[src/rtl/square_pkg.sv]
// Shared arithmetic definitions for the squarer and its square-root partner.
// Both units use the same state encoding, so busy==0 means "ready" on either.
package square_pkg;

  // Default operand width in bits.
  localparam int IN_W_DEF = 5;

  // FSM state encoding shared with the root unit; 2'h3 is unused.
  typedef enum logic [1:0] {
    IDLE       = 2'h0,
    ADD_STEP   = 2'h1,
    SHIFT_STEP = 2'h2
  } state_t;

  // Result width of a squarer with an in_w-bit operand.
  function automatic int res_w(input int in_w);
    return 2 * in_w;
  endfunction

endpackage

[src/rtl/square.sv]
// Multi-cycle unsigned squarer: y = x*x by shift-and-add, one multiplier bit
// per ADD/SHIFT step pair. Latency is fixed at 2*IN_W+1 cycles after the
// accepting edge, with no early exit, so the result timing never depends on x.
module square
  import square_pkg::*;
#(
  parameter int IN_W = IN_W_DEF
) (
  input  logic                   clk_i,
  input  logic                   rst_i,
  input  logic                   start_i,
  input  logic [IN_W-1:0]        x_bi,
  output logic [res_w(IN_W)-1:0] y_bo,
  output logic [1:0]             busy_o
);

  localparam int OUT_W = res_w(IN_W);
  localparam int CNT_W = $clog2(IN_W + 1);

  state_t             state_reg, state_next;
  logic [OUT_W-1:0]   a_reg, a_next;      // shifted multiplicand
  logic [IN_W-1:0]    m_reg, m_next;      // remaining multiplier bits
  logic [OUT_W-1:0]   acc_reg, acc_next;  // partial product sum
  logic [CNT_W-1:0]   cnt_reg, cnt_next;  // multiplier bits left to process
  logic [OUT_W-1:0]   y_reg, y_next;      // published result

  // Next-state and datapath update; the unused encoding falls back to IDLE.
  always_comb begin
    state_next = state_reg;
    a_next     = a_reg;
    m_next     = m_reg;
    acc_next   = acc_reg;
    cnt_next   = cnt_reg;
    y_next     = y_reg;
    case (state_reg)
      IDLE: begin
        if (start_i) begin
          a_next     = OUT_W'(x_bi);
          m_next     = x_bi;
          acc_next   = '0;
          cnt_next   = CNT_W'(IN_W);
          state_next = ADD_STEP;
        end
      end
      ADD_STEP: begin
        if (cnt_reg != '0) begin
          if (m_reg[0]) begin
            acc_next = acc_reg + a_reg;
          end
          state_next = SHIFT_STEP;
        end else begin
          // Only place the result is written, so aborted runs never leak out.
          y_next     = acc_reg;
          state_next = IDLE;
        end
      end
      SHIFT_STEP: begin
        a_next     = a_reg << 1;
        m_next     = m_reg >> 1;
        cnt_next   = cnt_reg - 1'b1;
        state_next = ADD_STEP;
      end
      default: begin
        state_next = IDLE;
      end
    endcase
  end

  // State and datapath registers; only control, accumulator and result reset.
  always_ff @(posedge clk_i) begin
    a_reg   <= a_next;
    m_reg   <= m_next;
    cnt_reg <= cnt_next;
    if (rst_i) begin
      state_reg <= IDLE;
      acc_reg   <= '0;
      y_reg     <= '0;
    end else begin
      state_reg <= state_next;
      acc_reg   <= acc_next;
      y_reg     <= y_next;
    end
  end

  assign y_bo   = y_reg;
  assign busy_o = state_reg;

endmodule

[config.mk]
export PLATFORM = sky130hd
export DESIGN_NAME = square
export DESIGN_NICKNAME = d
export VERILOG_FILES = /design/src/rtl/square_pkg.sv /design/src/rtl/square.sv
export SDC_FILE = /design/constraint.sdc
export NUM_CORES = 1
export LEC_CHECK = 0
export BUFFER_PORTS_ARGS = -buffer_cell sky130_fd_sc_hd__clkbuf_2
export CORE_UTILIZATION = 45
export CTS_CLUSTER_SIZE = 8
export DETAILED_ROUTE_END_ITERATION = 8
export PLACE_DENSITY_LB_ADDON = 0.15
export RECOVER_POWER = 50
export SETUP_SLACK_MARGIN = 0.15
export SYNTH_ARGS = -nofsm -noshare
export SYNTH_HDL_FRONTEND = slang
export SYNTH_SLANG_ARGS = --single-unit
[constraint.sdc]
create_clock -name clk_i -period 3.3 [get_ports clk_i]
set_clock_uncertainty 0.05 [all_clocks]
set_input_delay 0.33 -clock clk_i [delete_from_list [all_inputs] [get_ports clk_i]]
set_output_delay 0.33 -clock clk_i [all_outputs]
set_load 0.01 [all_outputs]
# [After elaboration in Yosys (flattened, before gate mapping)]
# Index checks and enable logic that the tools add are counted.
[totals] ff_bits=40 elab_cells=34 inputBits=8
[classes] muxes=13 addsub=2 bitwise=1 reduce_logical=7 n_eq_ne=5
[ops] operator="$mux W10" count=4
[ops] operator="$pmux W10 S2" count=2
[ops] operator="$add A10 B10 Y10" count=1
[ops] operator="$pmux W5 S2" count=1
[ops] operator="$ne A2 B2 Y1 const B" count=3
[ops] operator="$pmux W2 S3" count=1
[ops] operator="$pmux W3 S2" count=1
[ops] operator="$mux W5" count=1
[ops] operator="$mux W2" count=2
[ops] operator="$reduce_and A2 Y1" count=2
[ops] operator="$reduce_and A4 Y1" count=1
[ops] operator="$reduce_bool A2 Y1" count=2
[ops] operator="$mux W3" count=1
[ops] operator="$reduce_bool A3 Y1" count=1
[ops] operator="$sub A3 B1 Y3 const B" count=1
[ops] operator="$eq A2 B1 Y1 const B" count=1
[ops] operator="$eq A2 B2 Y1 const B" count=1
[ops] operator="$logic_not A2 Y1" count=1
[ops] operator="$not A1 Y1" count=1

# [Logic depth before layout (Yosys ltp)]
# Gate-level depths: netlist of run 1.
[logic_depth] ltp_word=4 depth_mapped=9

# [Worst setup path before layout of run 1]
# OpenSTA, ideal clock, no wires.
[synth_timing] kind="register -> register" start="reg a_reg[0]" end="reg acc_reg[8]" synth_period_minus_slack_ns=2.109 path_buffers=0 stages_incl_launch_ff=10 t_arrival_ns=1.939 setup_time_ns=0.120 required_ns=3.130 slack_ns=1.191 path_cell_list="edfxtp_1 -> ha_1 -> inv_1 -> fa_1 -> nor2b_4 -> o31a_1 -> or4_1 -> a31oi_1 -> xor2_1 -> o21ai_1"
[synth_via] elab_chain_len=4
[synth_rtl] item="start, declared" line="square.sv:21" rtl="logic [OUT_W-1:0] a_reg, a_next;"
[synth_rtl] item="start signal, assigned" line="square.sv:71" rtl="a_reg <= a_next;"
[synth_rtl] item="$add A10 B10 Y10" line="square.sv:48" rtl="acc_next = acc_reg + a_reg;"
[synth_rtl] item="$mux W10" line="square.sv:47" rtl="if (m_reg[0]) begin"
[synth_rtl] item="$mux W10" line="square.sv:46" rtl="if (cnt_reg != '0) begin"
[synth_rtl] item="$pmux W10 S2" line="square.sv:35" rtl="case (state_reg)"
[synth_rtl] item="end signal, assigned" line="square.sv:80" rtl="acc_reg <= acc_next;"
[synth_rtl] item="end, declared" line="square.sv:23" rtl="logic [OUT_W-1:0] acc_reg, acc_next;"
# No other way between the ends. The select of a mux whose other input is x is not followed.
# A chain may end at the register's enable or synchronous reset.

# [Final worst setup path of run 1]
# Ends and elaborated chain as after synthesis.

==> reports/results.txt, run 1 <==
post-CTS setup repair buffer count: 0
GPL Wtd Cong: 0.935
GRT overflow: 0
top cells by area, synth: edfxtp_1 29%, dfxtp_1 23%, nand2_1 8.3%
compound-gate portion of the synthesized area: 12.5%
largest net degree at the start of global routing: 21
max_slew headroom: 34.2%
crit path DAT: 2.34 ns
Hold Crit Start: x_bi[3]
HP Class: primary input to register
# IOs: 20
R2R cell count: 9
CTS max path bufs: 2
Worst-Margin Slew: 0.988 ns
Initial Utilization: 47.0%
DRT iter0 DRCs: 107
Post-synth ARST share: 0%
unrepaired setup endpoints after global routing: no
crit path from: a_reg[0]
WHS: 0.275 ns
Fin. Hold Viols: 0
Mapped Area: 1900 um^2
Synth Flop Type: dfxtp_1
remaining antenna violation count after routing: 0
post-synthesis mux area share: 0.528%
required time of the worst setup path: 3.43 ns
total routed wirelength: 3370 um
Max-cap violations: 0
Synth Area in Simple Gates: 22.0%
Setup CP Type: register to register
CTS Hold Buffers Added: 0
Final setup viols: 0
initial antenna violation count: 0
Setup TNS: 0 ns
maximum VDD drop: 259 uV
diode count: 0
Max Transition Viols Final: 0
worst r2r dst: acc_reg[8]
Post-synth EDFFs: 18
R2R Path Start: a_reg[0]
Yosys top cell area share: 28.5%
GRT Total Usage: 16.9%
CTS resizes: 0
Lkg Pwr: 0.836 nW
fin crit period: 2.20 ns
die height: 66.9 um
detailed-placement wirelength estimate: 2480 um
vias in the first global route: 1233
status: finished, final reports clean
Syn Inst Count: 194
Startpoint Class: register
Power per Cell Area: 459 nW/um^2
yosys warns: 0
Seq/Total Area, Yosys: 51.7%
DR pass1 iterations: 4
Die ar.: 4480 um^2
Crit. End Element: register
I/O Buffers: 19
Root Driver: clkbuf_8
clock latency on the worst-skew pair: 0.29 ns
footprint of the multi-input gates: 885 um^2
share of layout cells above drive strength 1: 9.13%
vias per inst: 5.07
distinct cell type count after synthesis: 36
Max H-tree Level: 2
CORE AREA: 4030 um^2
final period utilization: 66.8%
first-pass GRT wire length: 5550 um
CTS tree: built
Area Overhead vs Synth: 12.1%
via count: 1365
register area: 981 um^2
FMAX: 454 MHz
cts bufs inserted: 5
Net count, final: 238
CTS Sinks: 40
Yosys top cell by area: edfxtp_1
R2R setup slack: 1.10 ns
crit path max fanout: 3
DRC Markers: 0
Clock transition at path regs: 0.08 ns
#FFs+latches synth: 40
drt wl/cell: 12.5 um
die width: 66.9 um
Avg Cell Area, Syn: 9.77 um^2
syn_nets: 214
fillers: 400
Synth Area in XOR/XNOR: 3.23%
largest family of logic cells by synthesized area: simple AND/OR/NAND/NOR gates
Pwr Total: 0.974 mW
Site Rows: 23
Synth Area in Adders: 8.32%
last element of the critical path: acc_reg[8]
critical path, stage by stage, from the launching register on:
cell	delay, ns
edfxtp_1	0.40
ha_1	0.22
inv_1	0.07
fa_1	0.23
nor2b_4	0.06
o31a_1	0.26
or4_1	0.40
a31oi_1	0.20
xor2_1	0.16
o21ai_1	0.06
logic make-up after synthesis:
group                      Yosys count
AOI/OAI and AO/OA                   39
xor gates and xnor gates             7
adders and majority gates           12
buffers and inverters                8
DFF                                 40
muxes                                1
and+or+nand+nor                     87
worst min-delay path by stage:
| stage | end | slack (ns) | depth (start not counted) |
|---|---|---|---|
| 2_1_floorplan | acc_reg[7] | 0.39 | 2 |
| 3_3_place_gp | y_bo[5] | 0.39 | 2 |
| 3_5_place_dp | y_bo[8] | 0.40 | 2 |
| 4_1_cts | m_reg[3] | 0.27 | 3 |
| 5_1_grt | a_reg[1] | 0.27 | 3 |
| 6_report | m_reg[3] | 0.27 | 3 |
final cells by class:
type	count	area share [%]
sequential	40	46.2
multi-input combinational	146	41.6
timing repair buffer	20	4.00
clock buffer	6	3.89
tap	50	2.94
inverter	5	0.883
clock inverter	2	0.471
cell usage after synthesis (2+ instances only):
| cell type | instances |
|---|---|
| nand3_1 | 2 |
| a21oi_1 | 16 |
| nor2b_1 | 5 |
| nor3_1 | 3 |
| o21ai_0 | 6 |
| xnor2_1 | 5 |
| nor2_1 | 13 |
| edfxtp_1 | 18 |
| nand2b_1 | 7 |
| clkbuf_1 | 3 |
| and2_1 | 7 |
| dfxtp_1 | 22 |
| xor2_1 | 2 |
| o21ai_1 | 2 |
| a21o_1 | 5 |
| a22oi_1 | 2 |
| ha_1 | 11 |
| inv_1 | 5 |
| nand2_1 | 42 |
| a31oi_1 | 2 |
where the power goes:
part / internal, mW / switching [mW]
combinational: 0.0377 / 0.0523
clock: 0.167 / 0.160
sequential: 0.543 / 0.0141
total: 0.748 / 0.227
per-layer routing:
layer	GRT usage, %	up-vias	part of all wire (%)
met4	6.65	0	1.4
met5	0	-	0
li1	-	718	-
met3	6.51	6	6.0
met2	24.9	38	42
met1	22.2	603	51
metrics by stage:
| step | utilization, % | cell area, um^2 | setup slack, ns | cells |
|---|---|---|---|---|
| floorplan | - | 1900 | 1.19 | 194 |
| global placement | 50.9 | 2050 | 1.14 | 261 |
| CTS | 53.2 | 2140 | 1.08 | 269 |
| detailed placement | 50.9 | 2050 | 1.09 | 261 |
| finish | 52.7 | 2120 | 1.10 | 269 |
| global route | 52.7 | 2120 | 0.918 | 269 |
layout by cell type, fill, tap and decap left out:
cell and count:
a211oi_1 1, a21boi_2 1, a21o_1 5, a21oi_1 16, a22oi_1 2, a311o_1 1
a31oi_1 2, and2_0 2, and2_1 5, and2b_2 1, and3_1 1, and4_1 1
clkbuf_1 12, clkbuf_2 8, clkbuf_8 6, clkinv_2 2, dfxtp_1 22, edfxtp_1 18
fa_1 1, ha_1 11, inv_1 5, mux2i_1 1, nand2_1 42, nand2b_1 7
nand3_1 2, nor2_1 13, nor2b_1 5, nor2b_2 1, nor2b_4 1, nor3_1 3
nor3b_1 1, nor4_1 1, o211ai_1 1, o21a_1 1, o21ai_0 6, o21ai_1 2
o31a_1 1, or4_1 1, xnor2_1 5, xor2_1 2
No activity file was read; power rests on OpenSTA's default activity.
==> run 2, diff against run 1 <==
- clock period: 3.3 -> 1.9 ns (I/O delays scaled with it)
==> run 2 against run 1 <==
The flow now finishes with violations (setup timing). Final cell count increased by 8.9%. Critical path depth unchanged. Utilization increased by 7.1 points. Critical path type unchanged. Largest cell class unchanged.
==> reports/results.txt, run 2 (same netlist as run 1, synthesis figures left out) <==
Comb pwr share: 11.2% (+2.0 points)
crit path DAT: 2.30 ns (-0.04 ns)
total routed wirelength: 3800 um (+13%)
DR pass1 iterations: 4 (unchanged)
vias per inst: 5.11 (+0.62%)
sequential share of power: 51.4% (-5.8 points)
Pint: 1.46 mW (+95%)
clock share of power: 37.4% (+3.8 points)
cts bufs inserted: 5 (unchanged)
R2R setup slack: -0.26 ns (-1.36 ns)
R2R Path Start: a_reg[0]
first-pass GRT wire length: 6130 um (+10%)
Net count, final: 262 (+10%)
Max Transition Viols Final: 0 (unchanged)
unrepaired setup endpoints after global routing: yes
fin crit period: 2.16 ns (-0.0420 ns)
R2R cell count: 9 (unchanged)
diode count: 0 (unchanged)
most common cell after layout, fill and taps aside: nand2_1
max_slew headroom: 64.8% (+31 points)
Final setup viols: 3 (+3)
Worst-Margin Slew: 0.528 ns (-0.459 ns)
via count: 1496 (+9.6%)
clock latency on the worst-skew pair: 0.29 ns (about the same)
Max-cap violations: 0 (unchanged)
Die ar.: 4480 um^2 (unchanged)
fin util: 59.8% (+7.1 points)
maximum VDD drop: 430 uV (+66%)
Pwr Total: 1.89 mW (+94%)
Lkg Pwr: 0.973 nW (+16%)
Power per Cell Area: 783 nW/um^2 (+71%)
final period utilization: 114% (+47 points)
DRT iter0 DRCs: 93 (-13%)
Max H-tree Level: 2 (unchanged)
DRC Markers: 0 (unchanged)
HP Class: primary input to register
initial antenna violation count: 0 (unchanged)
GRT overflow: 0 (unchanged)
Initial Utilization: 47.0% (unchanged)
vias in the first global route: 1335 (+8.3%)
remaining antenna violation count after routing: 0 (unchanged)
Final WS setup: -0.263 ns (-1.36 ns)
largest net degree at the start of global routing: 21 (unchanged)
crit path max fanout: 2 (-1)
WHS: 0.132 ns (-0.143 ns)
crit path from: a_reg[0]
failing checks: setup timing
switching share of power: 22.9% (-0.41 points)
Startpoint Class: register
drt wl/cell: 13.0 um (+3.4%)
required time of the worst setup path: 2.03 ns (-1.40 ns)
die width: 66.9 um (unchanged)
Area Overhead vs Synth: 27.2%
# IOs: 20 (unchanged)
CORE AREA: 4030 um^2 (unchanged)
Root Driver: clkbuf_8
hold depth: 3 (unchanged)
die height: 66.9 um (unchanged)
Crit. End Element: register
Clock transition at path regs: 0.08 ns (about the same)
CTS max path bufs: 2 (unchanged)
CTS Sinks: 40 (unchanged)
DP Worst Slack: -0.274 ns (-1.37 ns)
Worst Hold Endpoint: m_reg[3]
worst r2r dst: acc_reg[8]
share of layout cells above drive strength 1: 22.6% (+14 points)
detailed-placement wirelength estimate: 2730 um (+10%)
GRT Total Usage: 18.7% (+1.8 points)
Site Rows: 23 (unchanged)
most frequent cells in the layout: 42 x nand2_1, 22 x dfxtp_1, 22 x buf_4
Fin. Hold Viols: 0 (unchanged)
Setup CP Type: register to register
Setup TNS: -0.430 ns (-0.430 ns)
FMAX: 462 MHz (+1.9%)
status: finished with violations
I/O Buffers: 19 (unchanged)
NetSw: 0.431 mW (+90%)
Hold Crit Start: x_bi[3]
GPL Wtd Cong: 0.982 (+5.1%)
CTS tree: built
-- run 2: worst max path at each step --
stage | endpoint | slack [ns] | depth (start not counted)
final | acc_reg[8] | -0.26 | 9
after global routing | acc_reg[8] | -0.40 | 9
after CTS | acc_reg[8] | -0.27 | 9
after detailed placement | acc_reg[8] | -0.27 | 9
after global placement | acc_reg[8] | -0.20 | 9
after floorplan | acc_reg[8] | -0.17 | 9
-- run 2: per-layer routing --
layer  track usage, %  vias to the layer above  part of all wire (%)  wire length, um
met5                0                        -                     0                0
met4             10.1                        0                   1.4               55
met3             4.79                        5                   3.7              141
met2             27.9                       28                    45             1720
met1             24.4                      695                    50             1880
li1                 -                      768                     -                -
-- run 2: area by class of cell --
cell class              instances  area (um^2)
repair buffers                 44          265
inverters                       5         18.8
flip-flops and latches         40          981
well taps                      50         62.6
clock buffers                   8          121
fillers                       355         1620
multi-input cells             146          962
-- run 2: what timing repair did --
item                                    in CTS  in global routing
hold buffers                                 0                  0
cloned                                       0                  0
endpoints found under the hold margin        0                  0
endpoints found under the setup margin       6                  8
pin swaps                                    6                  9
resized for setup                            3                 11
buffers inserted                             0                  6
-- run 2: metrics by stage --
stage / instance area [um^2] / std cells
after global placement: 2190 / 279
after detailed placement: 2190 / 279
after floorplan: 1900 / 194
final: 2410 / 293
after global routing: 2410 / 293
after CTS: 2330 / 287
-- run 2: power by group through the flow --
stage	Clock, mW	Sequential (mW)	Combinational [mW]
final	0.706	0.970	0.212
after global routing	0.752	0.974	0.236
after CTS	0.714	0.968	0.193
after detailed placement	0	0.986	0.187
after global placement	0	0.985	0.182
after floorplan	0	0.981	0.121
-- run 2: worst max-delay path, stage by stage (launching register included) --
cell,delay (ns)
edfxtp_1,0.40
ha_2,0.20
inv_2,0.05
fa_2,0.22
nor2b_4,0.05
o31a_1,0.25
or4_1,0.41
a31oi_1,0.21
xor2_1,0.16
o21ai_1,0.06
==> run 3, diff against run 2 <==
--- a/constraint.sdc
+++ b/constraint.sdc
@@ -3,3 +3,3 @@
 set_input_delay 0.19 -clock clk_i [delete_from_list [all_inputs] [get_ports clk_i]]
 set_output_delay 0.19 -clock clk_i [all_outputs]
-set_load 0.01 [all_outputs]
+set_load 0.005 [all_outputs]
==> run 3 against run 2 <==
The flow still finishes with violations (setup timing). Final cell count did not move. Non-clock buffer count did not move. Sequential power barely moved. Die area did not move. Critical endpoint unchanged. Worst hold slack did not move. Clock-buffer cell count did not move. Highest routed layer unchanged. Register-to-register slack barely moved. Worst setup slack got worse by 0.00055 ns. Wire length did not move. Flip-flop and latch count did not move. Global-route usage did not move.
==> reports/results.txt, run 3 (same netlist as run 1, synthesis figures left out) <==
Power per Cell Area: 782 nW/um^2 (-0.14%)
status: finished with violations
DRC Markers: 0 (unchanged)
share of layout cells above drive strength 1: 23.5% (+0.82 points)
# IOs: 20 (unchanged)
R2R setup slack: -0.26 ns (about the same)
Startpoint Class: register
GRT overflow: 0 (unchanged)
R2R Path Start: a_reg[0]
DRT iter0 DRCs: 93 (unchanged)
failing checks: setup timing
Finished Layout Cells: 293 (unchanged)
clock latency on the worst-skew pair: 0.29 ns (about the same)
Fin. Hold Viols: 0 (unchanged)
die width: 66.9 um (unchanged)
most common cell after layout, fill and taps aside: nand2_1
Area Overhead vs Synth: 27.3%
GRT Total Usage: 18.7% (unchanged)
first-pass GRT wire length: 6130 um (unchanged)
CTS tree: built
cts bufs inserted: 5 (unchanged)
Die ar.: 4480 um^2 (unchanged)
Clock transition at path regs: 0.08 ns (about the same)
Net count, final: 262 (unchanged)
crit path max fanout: 2 (unchanged)
Max-cap violations: 0 (unchanged)
last element of the critical path: acc_reg[8]
register area: 981 um^2 (unchanged)
remaining antenna violation count after routing: 0 (unchanged)
vias in the first global route: 1335 (unchanged)
Lkg Pwr: 0.979 nW (+0.70%)
final period utilization: 114% (about the same)
footprint of the multi-input gates: 962 um^2 (unchanged)
CTS Hold Buffers Added: 0 (unchanged)
fillers: 356 (+0.28%)
CTS Sinks: 40 (unchanged)
Worst-Margin Slew: 0.528 ns (-0.000000119 ns)
via count: 1496 (unchanged)
FMAX: 462 MHz (about the same)
crit path DAT: 2.30 ns (about the same)
placed cell count: 279 (unchanged)
HP Class: primary input to register
most frequent cells in the layout: 42 x nand2_1, 22 x dfxtp_1, 22 x buf_4
Initial Utilization: 47.0% (unchanged)
Crit. End Element: register
drt wl/cell: 13.0 um (unchanged)
total routed wirelength: 3800 um (unchanged)
CTS max path bufs: 2 (unchanged)
I/O Buffers: 19 (unchanged)
fin crit period: 2.16 ns (+0.000555 ns)
detailed-placement wirelength estimate: 2730 um (unchanged)
worst r2r dst: acc_reg[8]
vias per inst: 5.11 (unchanged)
max_slew headroom: 64.8% (unchanged)
Setup CP Type: register to register
fin util: 59.9% (+0.062 points)
Final setup viols: 3 (unchanged)
maximum VDD drop: 430 uV (about the same)
unrepaired setup endpoints after global routing: yes
Max Transition Viols Final: 0 (unchanged)
die height: 66.9 um (unchanged)
Root Driver: clkbuf_8
CORE AREA: 4030 um^2 (unchanged)
required time of the worst setup path: 2.03 ns (about the same)
GPL Wtd Cong: 0.982 (unchanged)
largest net degree at the start of global routing: 21 (unchanged)
DR pass1 iterations: 4 (unchanged)
R2R cell count: 9 (unchanged)
initial antenna violation count: 0 (unchanged)
Final WS setup: -0.263 ns (-0.000555 ns)
crit path from: a_reg[0]
Max H-tree Level: 2 (unchanged)
Site Rows: 23 (unchanged)
diode count: 0 (unchanged)
run 3: area by class of cell:
| class | instances | share of cell area (%) |
|---|---|---|
| tap | 50 | 2.59 |
| sequential | 40 | 40.6 |
| clock buffer | 8 | 5.03 |
| inverter | 5 | 0.778 |
| timing repair buffer | 44 | 11.1 |
| multi-input combinational | 146 | 39.9 |
run 3: per-stage QoR:
stage	power [mW]	TNS, ns	setup WS, ns	hold slack, ns	instance area (um^2)
after detailed placement	1.17	-0.465	-0.274	0.399	2190
after CTS	1.87	-0.362	-0.266	0.127	2330
final	1.89	-0.431	-0.263	0.132	2410
after floorplan	1.10	-0.182	-0.170	0.315	1900
after global placement	1.17	-0.372	-0.204	0.394	2190
after global routing	1.96	-0.976	-0.398	0.150	2410
run 3: critical path: stages, from the launching register on:
cell and delay (ns):
edfxtp_1 0.40, ha_2 0.20, inv_2 0.05, fa_2 0.22
nor2b_4 0.05, o31a_1 0.25, or4_1 0.41, a31oi_1 0.21
xor2_1 0.16, o21ai_1 0.06
run 3: report_power, final:
| group | switching [mW] | internal, mW |
|---|---|---|
| Clock | 0.295 | 0.411 |
| Sequential | 0.0267 | 0.943 |
| Combinational | 0.109 | 0.102 |
run 3: worst min path at each step:
stage	start	to	slack [ns]	depth (start not counted)
6_report	x_bi[3]	m_reg[3]	0.13	3
3_3_place_gp	y_bo[3]	y_bo[3]	0.39	2
4_1_cts	x_bi[3]	m_reg[3]	0.13	3
5_1_grt	x_bi[3]	m_reg[3]	0.15	3
2_1_floorplan	start_i	busy_o[0]	0.32	2
3_5_place_dp	y_bo[3]	y_bo[3]	0.40	2
run 3: what timing repair did:
item,4_1_cts,5_1_grt
setup endpoints to repair,6,8
setup buffers,0,6
pin swaps,6,9
resized for setup,3,11
run 3: per-layer routing:
layer,wire length [um],track usage (%),vias to the layer above,part of all wire (%)
met5,0,0,-,0
met4,55,10.1,0,1.4
met3,139,4.79,5,3.7
met2,1720,27.9,28,45
met1,1890,24.4,695,50
li1,-,-,768,-
